**src/rtl/block_ram_pkg.sv**
```systemverilog
// Shared widths, state encodings and request payload for the block_ram arbiter.
package block_ram_pkg;

    localparam int unsigned RAM_ADDR_W  = 16;
    localparam int unsigned RAM_DATA_W  = 32;
    localparam int unsigned RAM_BE_W    = 4;
    localparam int unsigned RAM_WIN_BIT = 15;

    localparam logic [1:0] ST_IDLE  = 2'd0;
    localparam logic [1:0] ST_ISSUE = 2'd1;
    localparam logic [1:0] ST_WAIT  = 2'd2;
    localparam logic [1:0] ST_RESP  = 2'd3;

    typedef enum logic [1:0] {
        S_IDLE  = ST_IDLE,
        S_ISSUE = ST_ISSUE,
        S_WAIT  = ST_WAIT,
        S_RESP  = ST_RESP
    } state_t;

    // One requester's transaction as latched by the arbiter.
    typedef struct packed {
        logic [RAM_BE_W-1:0]   we;
        logic [RAM_ADDR_W-1:0] addr;
        logic [RAM_DATA_W-1:0] wdata;
    } ram_req_t;

endpackage

```
**src/rtl/block_ram_arbiter_if.sv**
```systemverilog
// Requester-side bus of the arbiter: two packed requesters plus shared response.
interface block_ram_arbiter_if
    import block_ram_pkg::*;
#(
    parameter int unsigned ADDR_W = RAM_ADDR_W,
    parameter int unsigned DATA_W = RAM_DATA_W,
    parameter int unsigned BE_W   = RAM_BE_W
);
    logic [1:0]          req;
    logic [2*BE_W-1:0]   we;
    logic [2*ADDR_W-1:0] addr;
    logic [2*DATA_W-1:0] wdata;
    logic [1:0]          gnt;
    logic [1:0]          ack;
    logic [DATA_W-1:0]   rdata;
    logic                err;
    logic                busy;

    modport master (
        output req, we, addr, wdata,
        input  gnt, ack, rdata, err, busy
    );

    modport slave (
        input  req, we, addr, wdata,
        output gnt, ack, rdata, err, busy
    );
endinterface

```
**src/rtl/block_ram_arbiter_rr_arb2.sv**
```systemverilog
// Two-way round-robin winner select with a last-winner pointer.
module rr_arb2 (
    input  logic       clk,
    input  logic       reset,
    input  logic [1:0] req,
    input  logic       update,
    output logic       winner_c
);
    logic ptr_q;

    // Lone requester wins; on a tie the requester other than the last winner wins.
    always_comb begin
        winner_c = 1'b0;
        case (req)
            2'b10:   winner_c = 1'b1;
            2'b11:   winner_c = ~ptr_q;
            default: winner_c = 1'b0;
        endcase
    end

    // Pointer starts at 1 so requester 0 takes the first tie.
    always_ff @(posedge clk or negedge reset) begin
        if (!reset) begin
            ptr_q <= 1'b1;
        end else if (update) begin
            ptr_q <= winner_c;
        end
    end

endmodule

```
**src/rtl/block_ram_arbiter.sv**
```systemverilog
// Shares one block_ram port between the CPU data port (0) and the loader (1).
module block_ram_arbiter
    import block_ram_pkg::*;
#(
    parameter int unsigned ADDR_W       = RAM_ADDR_W,
    parameter int unsigned DATA_W       = RAM_DATA_W,
    parameter int unsigned READ_LATENCY = 1,
    parameter int unsigned BASE_BIT     = RAM_WIN_BIT
) (
    input  logic                  clk,
    input  logic                  reset,
    block_ram_arbiter_if.slave    bus,
    output logic [ADDR_W-1:0]     ram_address,
    output logic [DATA_W-1:0]     ram_data_in,
    output logic [RAM_BE_W-1:0]   ram_write_enable,
    input  logic [DATA_W-1:0]     ram_data_out
);
    localparam int unsigned CNT_W = (READ_LATENCY > 1) ? $clog2(READ_LATENCY) : 1;

    state_t             state_q, state_d;
    logic [CNT_W-1:0]   cnt_q, cnt_d;
    ram_req_t           txn_q, txn_d;
    logic               win_q, win_d;
    ram_req_t           sel;
    logic               winner_c;
    logic               arb_en;

    logic [1:0]          gnt_d, ack_d;
    logic [DATA_W-1:0]   rdata_d;
    logic                err_d, busy_d;
    logic [ADDR_W-1:0]   ram_address_d;
    logic [DATA_W-1:0]   ram_data_in_d;
    logic [RAM_BE_W-1:0] ram_we_d;

    rr_arb2 u_arb (
        .clk      (clk),
        .reset    (reset),
        .req      (bus.req),
        .update   (arb_en),
        .winner_c (winner_c)
    );

    // Steer the winning requester's fields onto one payload.
    always_comb begin
        sel.we    = winner_c ? bus.we[2*RAM_BE_W-1:RAM_BE_W]  : bus.we[RAM_BE_W-1:0];
        sel.addr  = winner_c ? bus.addr[2*ADDR_W-1:ADDR_W]    : bus.addr[ADDR_W-1:0];
        sel.wdata = winner_c ? bus.wdata[2*DATA_W-1:DATA_W]   : bus.wdata[DATA_W-1:0];
    end

    // Next state and next values of every registered output.
    always_comb begin
        state_d       = state_q;
        cnt_d         = cnt_q;
        txn_d         = txn_q;
        win_d         = win_q;
        arb_en        = 1'b0;
        gnt_d         = 2'b00;
        ack_d         = 2'b00;
        rdata_d       = bus.rdata;
        err_d         = bus.err;
        ram_address_d = ram_address;
        ram_data_in_d = ram_data_in;
        ram_we_d      = '0;

        unique case (state_q)
            S_IDLE: begin
                if (bus.req != 2'b00) begin
                    arb_en        = 1'b1;
                    win_d         = winner_c;
                    txn_d         = sel;
                    gnt_d         = winner_c ? 2'b10 : 2'b01;
                    ram_address_d = sel.addr;
                    ram_data_in_d = sel.wdata;
                    ram_we_d      = sel.addr[BASE_BIT] ? sel.we : '0;
                    state_d       = S_ISSUE;
                end
            end
            S_ISSUE: begin
                ram_address_d = txn_q.addr;
                ram_data_in_d = txn_q.wdata;
                if ((txn_q.we != '0) || !txn_q.addr[BASE_BIT]) begin
                    ack_d   = win_q ? 2'b10 : 2'b01;
                    err_d   = !txn_q.addr[BASE_BIT];
                    rdata_d = '0;
                    state_d = S_RESP;
                end else begin
                    cnt_d   = CNT_W'(READ_LATENCY - 1);
                    state_d = S_WAIT;
                end
            end
            S_WAIT: begin
                ram_address_d = txn_q.addr;
                if (cnt_q == '0) begin
                    ack_d   = win_q ? 2'b10 : 2'b01;
                    err_d   = 1'b0;
                    rdata_d = ram_data_out;
                    state_d = S_RESP;
                end else begin
                    cnt_d = cnt_q - CNT_W'(1);
                end
            end
            S_RESP: begin
                state_d = S_IDLE;
            end
            default: state_d = S_IDLE;
        endcase

        busy_d = (state_d != S_IDLE);
    end

    // State, latched transaction and registered outputs.
    always_ff @(posedge clk or negedge reset) begin
        if (!reset) begin
            state_q          <= S_IDLE;
            cnt_q            <= '0;
            txn_q            <= '0;
            win_q            <= 1'b0;
            bus.gnt          <= 2'b00;
            bus.ack          <= 2'b00;
            bus.rdata        <= '0;
            bus.err          <= 1'b0;
            bus.busy         <= 1'b0;
            ram_address      <= '0;
            ram_data_in      <= '0;
            ram_write_enable <= '0;
        end else begin
            state_q          <= state_d;
            cnt_q            <= cnt_d;
            txn_q            <= txn_d;
            win_q            <= win_d;
            bus.gnt          <= gnt_d;
            bus.ack          <= ack_d;
            bus.rdata        <= rdata_d;
            bus.err          <= err_d;
            bus.busy         <= busy_d;
            ram_address      <= ram_address_d;
            ram_data_in      <= ram_data_in_d;
            ram_write_enable <= ram_we_d;
        end
    end

endmodule

```
**src/flat_wrapper.sv**
```systemverilog
// flat-port wrapper written by rule: the top's interface ports become plain ports
module block_ram_arbiter_flat import block_ram_pkg::*;
#(
    parameter int unsigned ADDR_W       = RAM_ADDR_W,
    parameter int unsigned DATA_W       = RAM_DATA_W,
    parameter int unsigned READ_LATENCY = 1,
    parameter int unsigned BASE_BIT     = RAM_WIN_BIT
)
  (clk, reset, ram_address, ram_data_in, ram_write_enable, ram_data_out, bus_req, bus_we, bus_addr, bus_wdata, bus_gnt, bus_ack, bus_rdata, bus_err, bus_busy);
  block_ram_arbiter_if #(.ADDR_W(ADDR_W), .DATA_W(DATA_W)) bus_i ();
  input  logic clk;
  input  logic reset;
  output logic [ADDR_W-1:0] ram_address;
  output logic [DATA_W-1:0] ram_data_in;
  output logic [RAM_BE_W-1:0] ram_write_enable;
  input  logic [DATA_W-1:0] ram_data_out;
  input wire logic [$bits(bus_i.req)-1:0] bus_req;
  input wire logic [$bits(bus_i.we)-1:0] bus_we;
  input wire logic [$bits(bus_i.addr)-1:0] bus_addr;
  input wire logic [$bits(bus_i.wdata)-1:0] bus_wdata;
  output wire logic [$bits(bus_i.gnt)-1:0] bus_gnt;
  output wire logic [$bits(bus_i.ack)-1:0] bus_ack;
  output wire logic [$bits(bus_i.rdata)-1:0] bus_rdata;
  output wire logic [$bits(bus_i.err)-1:0] bus_err;
  output wire logic [$bits(bus_i.busy)-1:0] bus_busy;
  assign bus_i.req = bus_req;
  assign bus_i.we = bus_we;
  assign bus_i.addr = bus_addr;
  assign bus_i.wdata = bus_wdata;
  assign bus_gnt = bus_i.gnt;
  assign bus_ack = bus_i.ack;
  assign bus_rdata = bus_i.rdata;
  assign bus_err = bus_i.err;
  assign bus_busy = bus_i.busy;
  block_ram_arbiter #(.ADDR_W(ADDR_W), .DATA_W(DATA_W), .READ_LATENCY(READ_LATENCY), .BASE_BIT(BASE_BIT)) u_core (.clk(clk), .reset(reset), .bus(bus_i), .ram_address(ram_address), .ram_data_in(ram_data_in), .ram_write_enable(ram_write_enable), .ram_data_out(ram_data_out));
endmodule
```
**config.mk**
```make
export PLATFORM = sky130hd
export DESIGN_NAME = block_ram_arbiter_flat
export DESIGN_NICKNAME = d
export VERILOG_FILES = /design/src/rtl/block_ram_pkg.sv /design/src/rtl/block_ram_arbiter_if.sv /design/src/rtl/block_ram_arbiter_rr_arb2.sv /design/src/rtl/block_ram_arbiter.sv /design/src/flat_wrapper.sv
export SDC_FILE = /design/constraint.sdc
export NUM_CORES = 1
export LEC_CHECK = 0
export BUFFER_PORTS_ARGS = -buffer_cell sky130_fd_sc_hd__buf_4
export CORE_ASPECT_RATIO = 1.1
export CORE_UTILIZATION = 54
export DETAILED_ROUTE_END_ITERATION = 8
export GPL_ROUTABILITY_DRIVEN = 0
export GPL_TIMING_DRIVEN = 0
export PLACE_DENSITY = 0.86
export SYNTH_ARGS = -nofsm -noshare
export SYNTH_HDL_FRONTEND = slang
export SYNTH_SLANG_ARGS = --single-unit
```
**constraint.sdc**
```tcl
create_clock -name clk -period 4.6 [get_ports clk]
set_input_delay 0.23 -clock clk [delete_from_list [all_inputs] [get_ports clk]]
set_output_delay 0.23 -clock clk [all_outputs]
set_load 0.03 [all_outputs]
```
; Word level (Yosys, flattened, before mapping)
; Cells that the tools add are included.
[word_totals]
input_bits = 140
word_cells = 74
regBits = 147
[op_classes]
reduce_logical = 15
add_sub_neg = 1
bitwise_logic = 1
n_mux = 33
n_eq_ne = 9
[op_table]
columns = cell, n
row1 = $mux W32, 4
row2 = $pmux W32 S2, 2
row3 = $mux W16, 2
row4 = $pmux W16 S2, 1
row5 = $mux W2, 8
row6 = $mux W4, 4
row7 = $reduce_bool A2 Y1, 5
row8 = $eq A2 B2 Y1 const B, 4
row9 = $pmux W2 S4, 1
row10 = $reduce_and A2 Y1, 4
row11 = $mux W1, 7
row12 = $pmux W1 S2, 3
row13 = $ne A2 B1 Y1 const B, 2
row14 = $ne A2 B2 Y1 const B, 2
row15 = $pmux W2 S2, 1
row16 = $reduce_bool A4 Y1, 1
row17 = $reduce_and A3 Y1, 1
row18 = $eq A2 B1 Y1 const B, 1
row19 = $logic_not A2 Y1, 1
row20 = $reduce_or A2 Y1, 1
row21 = $logic_not A1 Y1, 1
row22 = $logic_or A1 B1 Y1, 1
row23 = $not A1 Y1, 1
row24 = $sub A1 B1 Y1 const B, 1

; Logic depth before layout (Yosys ltp)
[logic_depth]
depth_word = 6
depth_mapped = 9
depth_no_buf = 5

; Cells and area by module
; From an unflattened synthesis, not the netlist that was laid out.
[hier_totals]
cells_unflattened = 568
hier_area_um2 = 6429.9
[by_module_without_submodules]
columns = module, area_per_inst_um2, instances, cells_per_inst
row1 = block_ram_arbiter, 6377.4, 1, 565
row2 = rr_arb2, 52.6, 1, 3

; Worst setup path before layout
; Ideal clock, no wire load.
[synth_timing]
kind = register to register
start = register u_core.state_q[0]
end = register u_core.ram_data_in[12]
t_arrival_ns = 1.784
period_less_slack_ns = 1.922
slack_ns = 2.678
path_buffers = 4
stages_incl_launch_ff = 10
path_cell_list = dfrtp_1 inv_1 ha_1 buf_2 or3b_1 clkbuf_1 clkbuf_1 clkbuf_1 nand3_1 o211ai_1
[synth_between]
elab_chain_cells = 3
elab_cells_between_ends = 6
cone_classes = eq/ne (2) / mux (1) / reduce/logical (3)
[synth_rtl]
columns = item, line_no
row1 = "start, declared", block_ram_arbiter.sv:20  ; state_t state_q, state_d;
row2 = "start signal, assigned", block_ram_arbiter.sv:127  ; state_q <= state_d;
row3 = $logic_not A2 Y1 or $eq A2 B1 Y1 (tied branches), block_ram_arbiter.sv:65  ; unique case (state_q)
row4 = $ne A2 B1 Y1 (no line) or $reduce_bool A2 Y1 (tied branches), -
row5 = $reduce_and A2 Y1 (no line), -
row6 = "end signal, assigned", block_ram_arbiter.sv:137  ; ram_data_in <= ram_data_in_d;
row7 = "end, declared", block_ram_arbiter.sv:14  ; output logic [DATA_W-1:0] ram_data_in,
; Several ways; a longest one is shown, not always the timed one.
; A chain may end at the register's enable or synchronous reset.

; Worst setup path in the final report
[layout_timing]
start = register u_core.state_q[0]
end = register u_core.ram_data_in[25]
; Same word-level chain as after synthesis.

==> results.ini <==
[run_status]
status=complete, no violations

[grt]
grt_max_degree=82
grt_pass1_wl_mm=29.0
gr-usage-all-layers=0.308
grt_pass1_vias=5917
antenna_found_initial=0
grt-ovfl-total=0

[layout]
fill_cells=759
insertedDiodeCount=0
syn_to_final_growth_pct=39.0
mostFrequentLayoutCells=buf_4 (230), dfrtp_1 (145), o21ai_0 (101)
final_nets=969
final_area_sq_mm=0.00885
layout_commonest_cell=buf_4
drive_above_1_share=0.329

[sta]
fin_hold_ws_ns=0.0441
fmax_mhz=409
final_max_slew_viol_count=0
finalHoldViolations=0
min_period_over_period=0.532
grt_setup_unrepaired=false
setup_viol=0
fin_skew_ns=0.00855
worst_pin_slew_ns=0.603
setup_tns_ns=0
period_needed_ns=2.45
relSlewSlack=0.598

[power]
power.share.combinational=0.475
p_int_w=0.00375
p_sw_w=0.00272
ir_worst_vdd_mv=0.377
powerDensity_mw_per_mm2=731
pwr-share-clk=0.195
seq_power_share=0.330
p_leak_nw=4.20
p_sw_frac=0.420
p_total_w=0.00647

[setup_path]
r2r_end=u_core.ram_data_in[25]$_DFFE_PN0P_
slowest_stage=clkbuf_1
r2r-start=u_core.state_q[0]$_DFF_PN0_
cp.arrival_ns=2.76
crit_chain=inv_1 > ha_1 > buf_2 > or3b_1 > clkbuf_1 > clkbuf_1 > buf_1 > nand3_1 > o211ai_1
slowest_delay_ns=0.44
r2r_slack_ns=2.15
r2r_cells=9
cpMostUsedCell=clkbuf_1
startpoint=u_core.state_q[0]$_DFF_PN0_
start_kind=register
crit_required_ns=4.91
critPathCaptureType=register
crit_end=u_core.ram_data_in[25]$_DFFE_PN0P_
cp_max_fo=10
criticalPathCategory=register to register

[route]
drcViolationCount=0
ant_nets=0
drt-total-wl_mm=18.5
initialDrtViolationCount=527
vias=5864
dr.pass1.iters=6
post_drt_wl_per_cell_um=18.7
viasPerCell=5.95

[synthesis]
synth_cell_types=34
syn_nets=719
synth.avg_cell_area_sq_um=11.1
synthCells=576
synth-seq-cells=146
yosysWarnings=0
synth_area_sq_mm=0.00637
seq_area_frac_synth=0.574

[cts]
tritoncts=done
htreeDepth=4
post_cts_buffers=0
path_clk_slew_ns=0.06
insertion_delay_ns=0.41
cts_max_path_buffers=2
cts.sinks=146
cts_root_buf=clkbuf_16
numCtsBuffers=17

[floorplanning]
die-area_sq_mm=0.0122
initial_utilization=0.554
io_pins=230
core_sq_mm=0.0115
num_rows=41
die_h_um=116
die_w_um=106

[placement]
hpwl_mm=13.2
portBuffers=229
postPlaceCellArea_sq_mm=0.00830

[hold_path]
hp-class=primary input to register

[run]
cap_violations=0

==> layout make-up <==
| class | count | area (sq um) | share of cell area |
|---|---|---|---|
| sequential | 146 | 3650 | 0.413 |
| multi-input combinational | 369 | 2400 | 0.271 |
| timing repair buffer | 231 | 1760 | 0.199 |
| clock buffer | 23 | 478 | 0.0540 |
| buffer | 55 | 290 | 0.0328 |
| tap | 150 | 188 | 0.0212 |
| clock inverter | 6 | 57.6 | 0.00650 |
| inverter | 6 | 22.5 | 0.00254 |
==> synthesized netlist by cell type <==
cell type	instances	area share
o211ai_1	49	0.058
nor2_1	3	0.0018
a31oi_1	1	0.00098
clkbuf_1	36	0.021
o21ai_1	1	0.00079
a21boi_0	1	0.0012
a21o_1	1	0.0012
o31a_1	1	0.0014
clkbuf_8	2	0.0043
o31ai_4	1	0.0033
dlygate4sd1_1	2	0.0028
dfrtp_1	145	0.57
a32oi_1	1	0.0014
or3_1	2	0.0020
nand2_1	54	0.032
and2_1	2	0.0020
nor3b_1	1	0.0012
o21ai_0	101	0.079
inv_1	6	0.0035
buf_2	7	0.0055
nand3b_1	1	0.0012
buf_1	1	0.00059
buf_4	2	0.0024
a32o_1	33	0.052
ha_1	3	0.0059
or3b_1	1	0.0014
buf_6	5	0.0088
nor3_1	4	0.0031
a21oi_1	4	0.0031
mux2i_1	52	0.082
nand2b_1	2	0.0020
dfstp_2	1	0.0041
or4_4	1	0.0018
nand3_1	49	0.039
==> routing by layer <==
layer / track usage / routed length, um / share of wire
met1: 0.364 / 7080 / 0.38
met2: 0.561 / 9780 / 0.53
met3: 0.0619 / 1250 / 0.068
met4: 0.118 / 356 / 0.019
met5: 0 / 0 / 0
==> state kept, by name, indices dropped and copies added, names as in the netlist <==
register / flops
u_core.txn_q: 52
u_core.bus.rdata: 32
u_core.ram_data_in: 32
u_core.ram_address: 16
u_core.ram_write_enable: 4
u_core.bus.ack: 2
u_core.bus.gnt: 2
u_core.state_q: 2
u_core.bus.busy: 1
u_core.bus.err: 1
u_core.u_arb.ptr_q: 1
u_core.win_q: 1
==> power groups by stage <==
stage          Sequential (W)  Clock (W)  Combinational, W
2_1_floorplan         0.00262          0           0.00145
3_3_place_gp          0.00211          0           0.00292
3_5_place_dp          0.00213          0           0.00305
4_1_cts               0.00213    0.00127           0.00307
5_1_grt               0.00219    0.00134           0.00331
6_report              0.00214    0.00126           0.00307
==> critical path, delay by kind of cell, from the launching register on <==
family	cells	cell delay, ns
buffers and inverters	5	1.28
adders and majority gates	1	0.20
and+or+nand+nor	2	0.34
AOI/OAI and AO/OA	1	0.14
DFF	1	0.38
==> stage by stage <==
| step | util | setup slack [ns] | std cells |
|---|---|---|---|
| detailed placement | 0.723 | 2.24 | 956 |
| CTS | 0.770 | 2.22 | 986 |
| global route | 0.770 | 1.98 | 986 |
| floorplan | - | 2.68 | 576 |
| finish | 0.770 | 2.15 | 986 |
| global placement | 0.720 | 2.30 | 955 |
==> kinds of logic after synthesis <==
kind of cell	synth area share
AO/OA/AOI/OAI	0.202
adder cells (fa/ha/maj)	0.00590
buffers and inverters	0.0491
flip-flops	0.574
multiplexers	0.0818
AND/OR/NAND/NOR	0.0867
==> worst min-delay path by stage <==
stage | start | to | slack (ns) | depth (start not counted)
after floorplan | reset | u_core.bus.ack[0]$_DFF_PN0_ | -0.07 | 0
after global placement | bus_req[0] | u_core.u_arb.ptr_q$_DFFE_PN1P_ | 0.44 | 2
after detailed placement | reset | u_core.bus.rdata[3]$_DFFE_PN0P_ | 0.26 | 1
after CTS | bus_req[0] | u_core.u_arb.ptr_q$_DFFE_PN1P_ | 0.03 | 2
after global routing | bus_req[0] | u_core.u_arb.ptr_q$_DFFE_PN1P_ | 0.05 | 2
final | bus_req[0] | u_core.u_arb.ptr_q$_DFFE_PN1P_ | 0.04 | 2
==> repair_timing <==
action | 4_1_cts | 5_1_grt
endpoints found under the hold margin | 65 | 0
resized for setup | 0 | 0
hold buffers | 1 | 0
No activity file was read; power rests on OpenSTA's default activity.
